[config.mk]
export PLATFORM = sky130hd
export DESIGN_NAME = ha_array_row_sequencer
export DESIGN_NICKNAME = d
export VERILOG_FILES = /design/src/rtl/ha_array_row_sequencer.sv
export SDC_FILE = /design/constraint.sdc
export NUM_CORES = 1
export LEC_CHECK = 0
export CAP_MARGIN = 10
export CORE_AREA = 2 2 92 129
export DETAILED_ROUTE_END_ITERATION = 8
export DIE_AREA = 0 0 94 131
export PLACE_DENSITY = 0.7
export SETUP_SLACK_MARGIN = 0.05
export SYNTH_ARGS = -nofsm -noshare
export SYNTH_HDL_FRONTEND = slang
export SYNTH_SLANG_ARGS = --single-unit
[constraint.sdc]
create_clock -name clk -period 6.7 [get_ports clk]
set_input_delay 1.34 -clock clk [delete_from_list [all_inputs] [get_ports clk]]
set_output_delay 1.34 -clock clk [all_outputs]
set_load 0.05 [all_outputs]
[src/rtl/ha_array_row_sequencer.sv]
// ---------------------------------------------------------------------------
// ha_array_row_sequencer
//
// Multi-cycle controller for the 8x8 unsigned approximate HA-array
// partial-product stage. It takes one operand pair over a valid/ready
// handshake and drives it, registered, onto an external combinational
// ha_array instance. The four b/t row outputs are then folded into a 16-bit
// product through one shared adder, one row per cycle. The product is
// returned over a valid/ready handshake. This time-multiplexed accumulator
// replaces the usual reduction tree.
//
// Flow: IDLE -> LOAD -> ACC (NUM_ROWS cycles) -> DONE -> IDLE.
// If the accept happens at edge N, out_valid is high from the cycle after
// edge N+1+NUM_ROWS. A new operand pair can be accepted at most once every
// 7 cycles (default parameters).
//
// Ports
//   clk         in   1                   clock, rising edge
//   rst_n       in   1                   synchronous active-low reset
//   in_valid    in   1                   operand pair valid
//   in_ready    out  1                   high in IDLE only
//   in_x, in_y  in   8                   operands
//   arr_x,arr_y out  8                   registered operands to the ha_array
//   arr_b_flat  in   NUM_ROWS*ROW_B_W    row k b bus at [k*ROW_B_W +: ROW_B_W]
//   arr_t_flat  in   NUM_ROWS*ROW_T_W    row k t bus at [k*ROW_T_W +: ROW_T_W]
//   out_valid   out  1                   product valid (DONE)
//   out_ready   in   1                   consumer accepts the product
//   out_p       out  ACC_W               approximate product
//   busy        out  1                   high in LOAD, ACC and DONE
//
// Optional build macro ERR_STAT_EN adds the following ports:
//   err_abs     out  ACC_W               |x*y - out_p|, valid with out_valid
//   err_max     out  ACC_W               running max of err_abs over handshakes
//   err_clr     in   1                   clears err_max (wins over an update)
// ---------------------------------------------------------------------------
module ha_array_row_sequencer #(
  parameter int NUM_ROWS = 4,
  parameter int ROW_T_W  = 9,
  parameter int ROW_B_W  = 7,
  parameter int ACC_W    = 16
) (
  input  logic                         clk,
  input  logic                         rst_n,
  input  logic                         in_valid,
  output logic                         in_ready,
  input  logic [7:0]                   in_x,
  input  logic [7:0]                   in_y,
  output logic [7:0]                   arr_x,
  output logic [7:0]                   arr_y,
  input  logic [NUM_ROWS*ROW_B_W-1:0]  arr_b_flat,
  input  logic [NUM_ROWS*ROW_T_W-1:0]  arr_t_flat,
  output logic                         out_valid,
  input  logic                         out_ready,
  output logic [ACC_W-1:0]             out_p,
  output logic                         busy
`ifdef ERR_STAT_EN
  ,
  output logic [ACC_W-1:0]             err_abs,
  output logic [ACC_W-1:0]             err_max,
  input  logic                         err_clr
`endif
);

  localparam logic [1:0] IDLE = 2'd0;
  localparam logic [1:0] LOAD = 2'd1;
  localparam logic [1:0] ACC  = 2'd2;
  localparam logic [1:0] DONE = 2'd3;

  localparam int ROW_IDX_W = (NUM_ROWS > 1) ? $clog2(NUM_ROWS) : 1;
  // b_k is shifted up by two before the add, so the row sum needs one bit
  // more than the wider of t and b<<2.
  localparam int RV_W = ((ROW_T_W > ROW_B_W + 2) ? ROW_T_W : ROW_B_W + 2) + 1;
  localparam logic [ROW_IDX_W-1:0] LAST_ROW = ROW_IDX_W'(NUM_ROWS - 1);

  logic [1:0]           state;
  logic [ROW_IDX_W-1:0] row_idx;
  logic [ACC_W-1:0]     acc;
  logic [ROW_T_W-1:0]   row_t;
  logic [ROW_B_W-1:0]   row_b;
  logic [ACC_W-1:0]     row_term;
  logic [ACC_W-1:0]     acc_next;

  // Products deliberately wrap modulo 2^ACC_W; there is no saturation.
  function automatic logic [ACC_W-1:0] acc_wrap(input logic [ACC_W-1:0] a,
                                                input logic [ACC_W-1:0] b);
    return a + b;
  endfunction

  // row_val = t + (b << 2), placed at weight 2*k.
  function automatic logic [ACC_W-1:0] row_weigh(input logic [ROW_T_W-1:0]   t,
                                                 input logic [ROW_B_W-1:0]   b,
                                                 input logic [ROW_IDX_W-1:0] k);
    logic [RV_W-1:0] rv;
    rv = RV_W'(t) + (RV_W'(b) << 2);
    return ACC_W'(rv) << {k, 1'b0};
  endfunction

  assign in_ready  = (state == IDLE);
  assign out_valid = (state == DONE);
  assign busy      = (state != IDLE);

  // Row select: only the row addressed by row_idx feeds the shared adder.
  always_comb begin
    row_t = '0;
    row_b = '0;
    for (int k = 0; k < NUM_ROWS; k++) begin
      if (row_idx == ROW_IDX_W'(k)) begin
        row_t = arr_t_flat[k*ROW_T_W +: ROW_T_W];
        row_b = arr_b_flat[k*ROW_B_W +: ROW_B_W];
      end
    end
  end

  assign row_term = row_weigh(row_t, row_b, row_idx);
  assign acc_next = acc_wrap(acc, row_term);

  // Control and visible outputs.
  always_ff @(posedge clk) begin
    if (!rst_n) begin
      state   <= IDLE;
      row_idx <= '0;
      out_p   <= '0;
      arr_x   <= '0;
      arr_y   <= '0;
    end else begin
      case (state)
        // IDLE: capture operands; they stay on the array until the next accept.
        IDLE: begin
          if (in_valid) begin
            arr_x <= in_x;
            arr_y <= in_y;
            state <= LOAD;
          end
        end
        // LOAD: one cycle for the combinational array to settle.
        LOAD: begin
          row_idx <= '0;
          state   <= ACC;
        end
        // ACC: fold one row per cycle; the last row goes directly to out_p.
        ACC: begin
          if (row_idx == LAST_ROW) begin
            out_p   <= acc_next;
            row_idx <= '0;
            state   <= DONE;
          end else begin
            row_idx <= row_idx + 1'b1;
          end
        end
        // DONE: hold out_p until the consumer takes it.
        DONE: begin
          if (out_ready) state <= IDLE;
        end
        default: state <= IDLE;
      endcase
    end
  end

  // Accumulator datapath. It is cleared on accept, so it needs no reset.
  always_ff @(posedge clk) begin
    if (state == IDLE && in_valid) begin
      acc <= '0;
    end else if (state == ACC) begin
      acc <= acc_next;
    end
  end

`ifdef ERR_STAT_EN
  logic [15:0]      exact_prod;
  logic [ACC_W-1:0] exact_q;

  assign exact_prod = {8'd0, arr_x} * {8'd0, arr_y};

  // arr_x/arr_y are stable from LOAD onwards, so sample the exact product there.
  always_ff @(posedge clk) begin
    if (state == LOAD) exact_q <= ACC_W'(exact_prod);
  end

  assign err_abs = (exact_q >= out_p) ? (exact_q - out_p) : (out_p - exact_q);

  always_ff @(posedge clk) begin
    if (!rst_n || err_clr) begin
      err_max <= '0;
    end else if (out_valid && out_ready && (err_abs > err_max)) begin
      err_max <= err_abs;
    end
  end
`endif

endmodule

# Yosys cells after proc, flatten, opt, wreduce, memory -nomap -nowiden
# Cells that the tools add are included.
# classes
n_reduce_logical,8
shifts,1
n_addsub,3
mux,14
eq_ne,9
# op_table
cell,count
two-way mux 9 bit,4
two-way mux 7 bit,4
adder 16 bit,1
<< shifter 10 x 3 -> 16 bit,1
adder 9 x 9 -> 10 bit,1
equality test 2 bit (second input constant),4
two-way mux 2 bit,4
case mux 2 bit (4 select lines),1
equality test 2 x 1 -> 1 bit (second input constant),2
logical NOT 2 bit,2
inequality test 2 bit (second input constant),2
case mux 2 bit (2 select lines),1
AND reduction 2 bit,2
nonzero test 2 bit,2
AND reduction 3 bit,1
adder 2 x 1 -> 2 bit (second input constant),1
inequality test 2 x 1 -> 1 bit (second input constant),1
logical AND 1 bit,1
# totals
ff_bits,52
elab_cells,41
output_inout_bits,35
input_bits,84

# Depth between registers and ports, before layout
# logic_depth
ltp_word,8
mapped_depth,26
ltp_nobuf,22

# Worst setup path after synthesis
# OpenSTA, ideal clock, no wires.
# synth_timing
path_type,reg2reg
from,reg row_idx[1]
to,reg acc[12]
arrival_ps,5165
path_stages_with_launch,26
period_less_slack_ps,5282
setup_slack_ps,1418
setup_time_ps,118
cell_sequence,dfxtp_1 -> clkbuf_1 -> clkinv_1 -> ha_1 -> clkbuf_1 -> nor2b_1 -> clkbuf_1 -> a22oi_1 -> nor2_1 -> a21oi_1 -> o21ai_0 -> ha_1 -> a211oi_1 -> o21bai_1 -> a21oi_1 -> xnor2_1 -> nand2_1 -> a22oi_1 -> ha_1 -> clkbuf_2 -> a21oi_1 -> o221ai_1 -> nand2b_4 -> o21a_1 -> or3_2 -> o2111a_1
# synth_via
elab_chain_cells,8
word_cells_on_any_way,15
cone_classes,add/sub (2); eq/ne (3); shift (1); mux (8); reduce/logical (1)
# synth_lines
item,line_no,rtl
from (decl),76,logic [ROW_IDX_W-1:0] row_idx;
from (signal assigned),147,row_idx <= row_idx + 1'b1;
logical NOT 2 bit,107,if (row_idx == ROW_IDX_W'(k)) begin
two-way mux 9 bit / two-way mux 7 bit (equally long branches) (4 in series),107,
adder 9 x 9 -> 10 bit,94,rv = RV_W'(t) + (RV_W'(b) << 2);
<< shifter 10 x 3 -> 16 bit (*),95,"return ACC_W'(rv) << {k, 1'b0};"
adder 16 bit (*),86,return a + b;
to (signal assigned),164,acc <= acc_next;
to (decl),77,logic [ACC_W-1:0] acc;
# Mark *: on every way between the ends. The rest lies on a longest branch, timed or not.
# A chain may end at the register's enable or synchronous reset.

# Worst setup path after layout
# layout_timing
from,reg row_idx[0]
to,reg out_p[15]
# layout_via
elab_chain_cells,8
word_cells_on_any_way,16
cone_classes,add/sub (2); eq/ne (3); shift (1); mux (8); reduce/logical (2)
# layout_lines
item,line_no,rtl
logical NOT 2 bit,107,
two-way mux 9 bit / two-way mux 7 bit (equally long branches) (4 in series),107,
adder 9 x 9 -> 10 bit,94,
<< shifter 10 x 3 -> 16 bit,95,
adder 16 bit,86,
to (signal assigned),143,out_p <= acc_next;
to (decl),54,"output logic [ACC_W-1:0] out_p,"
# Several ways; a longest one is shown, not always the timed one.

==> reports/metrics.cfg <==
[outcome]
run_status=completed

[layout]
drive_above_1_share_pct=3.76
final_nets=725
area_growth_pct=36.8
fin_util_pct=46.4
design_area_um2=5210
antennaDiodeCount=0

[clock_network]
cts_resized=0
cts.clk_slew.worst_paths_ns=0.08
postCtsSetupBuffers=0
cts_num_sinks=52
clkLatencyLatePin_ns=0.30
cts.path.max_buffers=2
numCtsBuffers=5
cts-root-buf=clkbuf_16
holdBufCountCts=0
cts_htree_levels=2
cts_tree=built

[sta]
slew_headroom_pct=28.8
fmax_mhz=173
rsz0062_at_grt=false
whs_ns=0.454
period_needed_ns=5.78
drv_slew=0
period_share_pct=86.3
tns_ns=0
hold_viol=0
max_slew.worst_pin.slew_ns=1.07
setup_viol=0
clock_skew_ns=0.00769

[route]
routedLengthMet1_um=4560
post_drt_wl_per_cell_um=14.7
drtIter0Drc=156
antenna_left=0
met2_length_um=5370
viasPerCell=5.32
finalWirelength_um=11100
vias=4014
met3_wirelength_um=969
drtPass1Iterations=4
drc=0
top_layer_used=met4

[critical_path]
crit_type=reg -> reg
ff2ff_setup_slack_ns=0.92
rr_endpoint=out_p[15]
startpoint_type=flop
cp.arrival_ns=6.01
r2r-start=row_idx[0]
crit_path_end_kind=flop
worstPathMaxFanout=29
reg2reg_depth=22
worst-endpoint-required_ns=6.93

[logic_synthesis]
dominantRegCellSynth=dfxtp_1
synth_commonest_cells=nand2_1, a21oi_1, dfxtp_1, nor2_1
synthArstFlopShare_pct=0
synthCells=517
yosysTopAreaCell=dfxtp_1
synth_edf_count=0
synth_top_cell_area_share_pct=27.4
ys_warn_count=0
synth-seq-area-share_pct=27.4
synth_nets=632
synth_area_um2=3800
synth_most_common_cell=nand2_1
synth.distinct_cells=55
syn_area_per_cell_um2=7.36
synth-seq-cells=52
synthTopCellsByArea=dfxtp_1, ha_1, a21oi_1

[power_and_ir_drop]
p_clk_share_pct=14.9
p_int_w=0.000942
p_per_area_nw_per_um2=344
p_leak_nw=1.98
switching_share_pct=47.4
combPwrFrac_pct=63.1
vdd_drop_max_uv=236
p_sw_w=0.000849
p_seq_share_pct=22.0

[flow_run]
drv_cap=0

[grt]
grt_pass1_wl_um=18100
globalRouteTotalUtil_pct=17.9
grt_pass1_vias=3958
grt_antenna_before_repair=0
grt_max_degree=34
grt_overflow=0

[floorplanning]
die_area_um2=12300
core_area_um2=11200
chipWidth_um=94
initial_core_util_pct=33.9
ios=119
rows=46
die_h_um=131

[placement]
place_hpwl_um=8650
gp_congestion=0.874
dpl_cell_area_um2=5050
io_buffers=118

[min_path]
holdPathEnd=arr_y[1]
hp-class=reg -> reg
hold_path.startpoint=arr_y[1]
hold_path_depth=2

## area by class of cell
cell class	count	area [µm²]
timing repair buffer	123	1220
tap	144	180
clock inverter	3	26.3
sequential	52	1040
inverter	16	60.1
multi-input combinational	412	2550
clock buffer	5	125
fill	1125	6020
## worst max-delay path, stage by stage, from the launching register on
cell and delay [ns]:
dfxtp_2 0.62, ha_1 0.62, nor2b_1 0.24, buf_4 0.23
a22oi_1 0.15, nor2_1 0.06, a21oi_1 0.15, o21ai_0 0.10
ha_1 0.27, fa_1 0.42, a21o_1 0.20, a21o_1 0.19
a21oi_1 0.32, nand2_1 0.10, o211ai_1 0.14, o21ai_0 0.14
ha_1 0.45, and3_1 0.27, nand3_1 0.09, a211oi_1 0.38
nor2_2 0.10, xnor3_1 0.33, a21oi_1 0.15
## routing by layer
metal / up-vias / GRT usage, %
met5: - / 0
li1: 2027 / -
met1: 1829 / 20.9
met3: 13 / 3.90
met4: 0 / 6.14
met2: 145 / 32.4
## worst max path at each step
| stage | cells past startpoint | start | to | slack, ns |
|---|---|---|---|---|
| final | 22 | row_idx[0] | out_p[15] | 0.92 |
| after floorplan | 25 | row_idx[1] | acc[12] | 1.42 |
| after CTS | 22 | row_idx[0] | out_p[15] | 0.61 |
| after global routing | 22 | row_idx[0] | out_p[15] | 0.36 |
| after detailed placement | 22 | row_idx[0] | out_p[15] | 0.63 |
| after global placement | 22 | row_idx[0] | out_p[15] | 0.78 |
## power groups by stage
stage                     registers, W  clock network [W]  logic, W
after floorplan               0.000446                  0  0.000789
after global placement        0.000397                  0   0.00110
after detailed placement      0.000399                  0   0.00112
after CTS                     0.000393           0.000273   0.00113
after global routing          0.000400           0.000283   0.00125
final                         0.000394           0.000266   0.00113
## layout by cell type (no fill, tap or decap), types with 5 or more instances in the layout
master / count
nand3_1: 20
clkbuf_16: 5
a211oi_1: 10
inv_1: 15
o21ai_0: 31
nor3_1: 8
xnor2_1: 8
or3_1: 5
a21oi_1: 65
dfxtp_1: 51
a22oi_1: 14
nor2_1: 46
o211ai_1: 6
buf_4: 5
clkdlybuf4s50_1: 118
a21o_1: 6
a31oi_1: 5
mux2i_1: 11
o21bai_1: 5
ha_1: 29
xor2_1: 6
nand2_1: 79
## state kept, by name, summed over array words and instances (netlist names)
register / flops
out_p: 16
state: 2
arr_x: 8
row_idx: 2
acc: 16
arr_y: 8
## metrics by stage
| step | setup WS [ns] | total power, W | std cells |
|---|---|---|---|
| after floorplan | 1.42 | 0.00123 | 517 |
| after detailed placement | 0.635 | 0.00152 | 747 |
| final | 0.921 | 0.00179 | 755 |
| after global placement | 0.783 | 0.00150 | 747 |
| after global routing | 0.363 | 0.00193 | 755 |
| after CTS | 0.613 | 0.00179 | 755 |
## kinds of logic (layout without fill, tap and decap cells)
group	Yosys count	count (layout)	synth area share, %
AOI/OAI and AO/OA	163	163	26.3
xor gates and xnor gates	15	15	3.81
adders and majority gates	31	31	10.6
buffers and inverters	53	147	5.52
DFF	52	52	27.4
muxes	15	15	4.08
and+or+nand+nor	188	188	22.3
No activity file was read; power rests on OpenSTA's default activity.
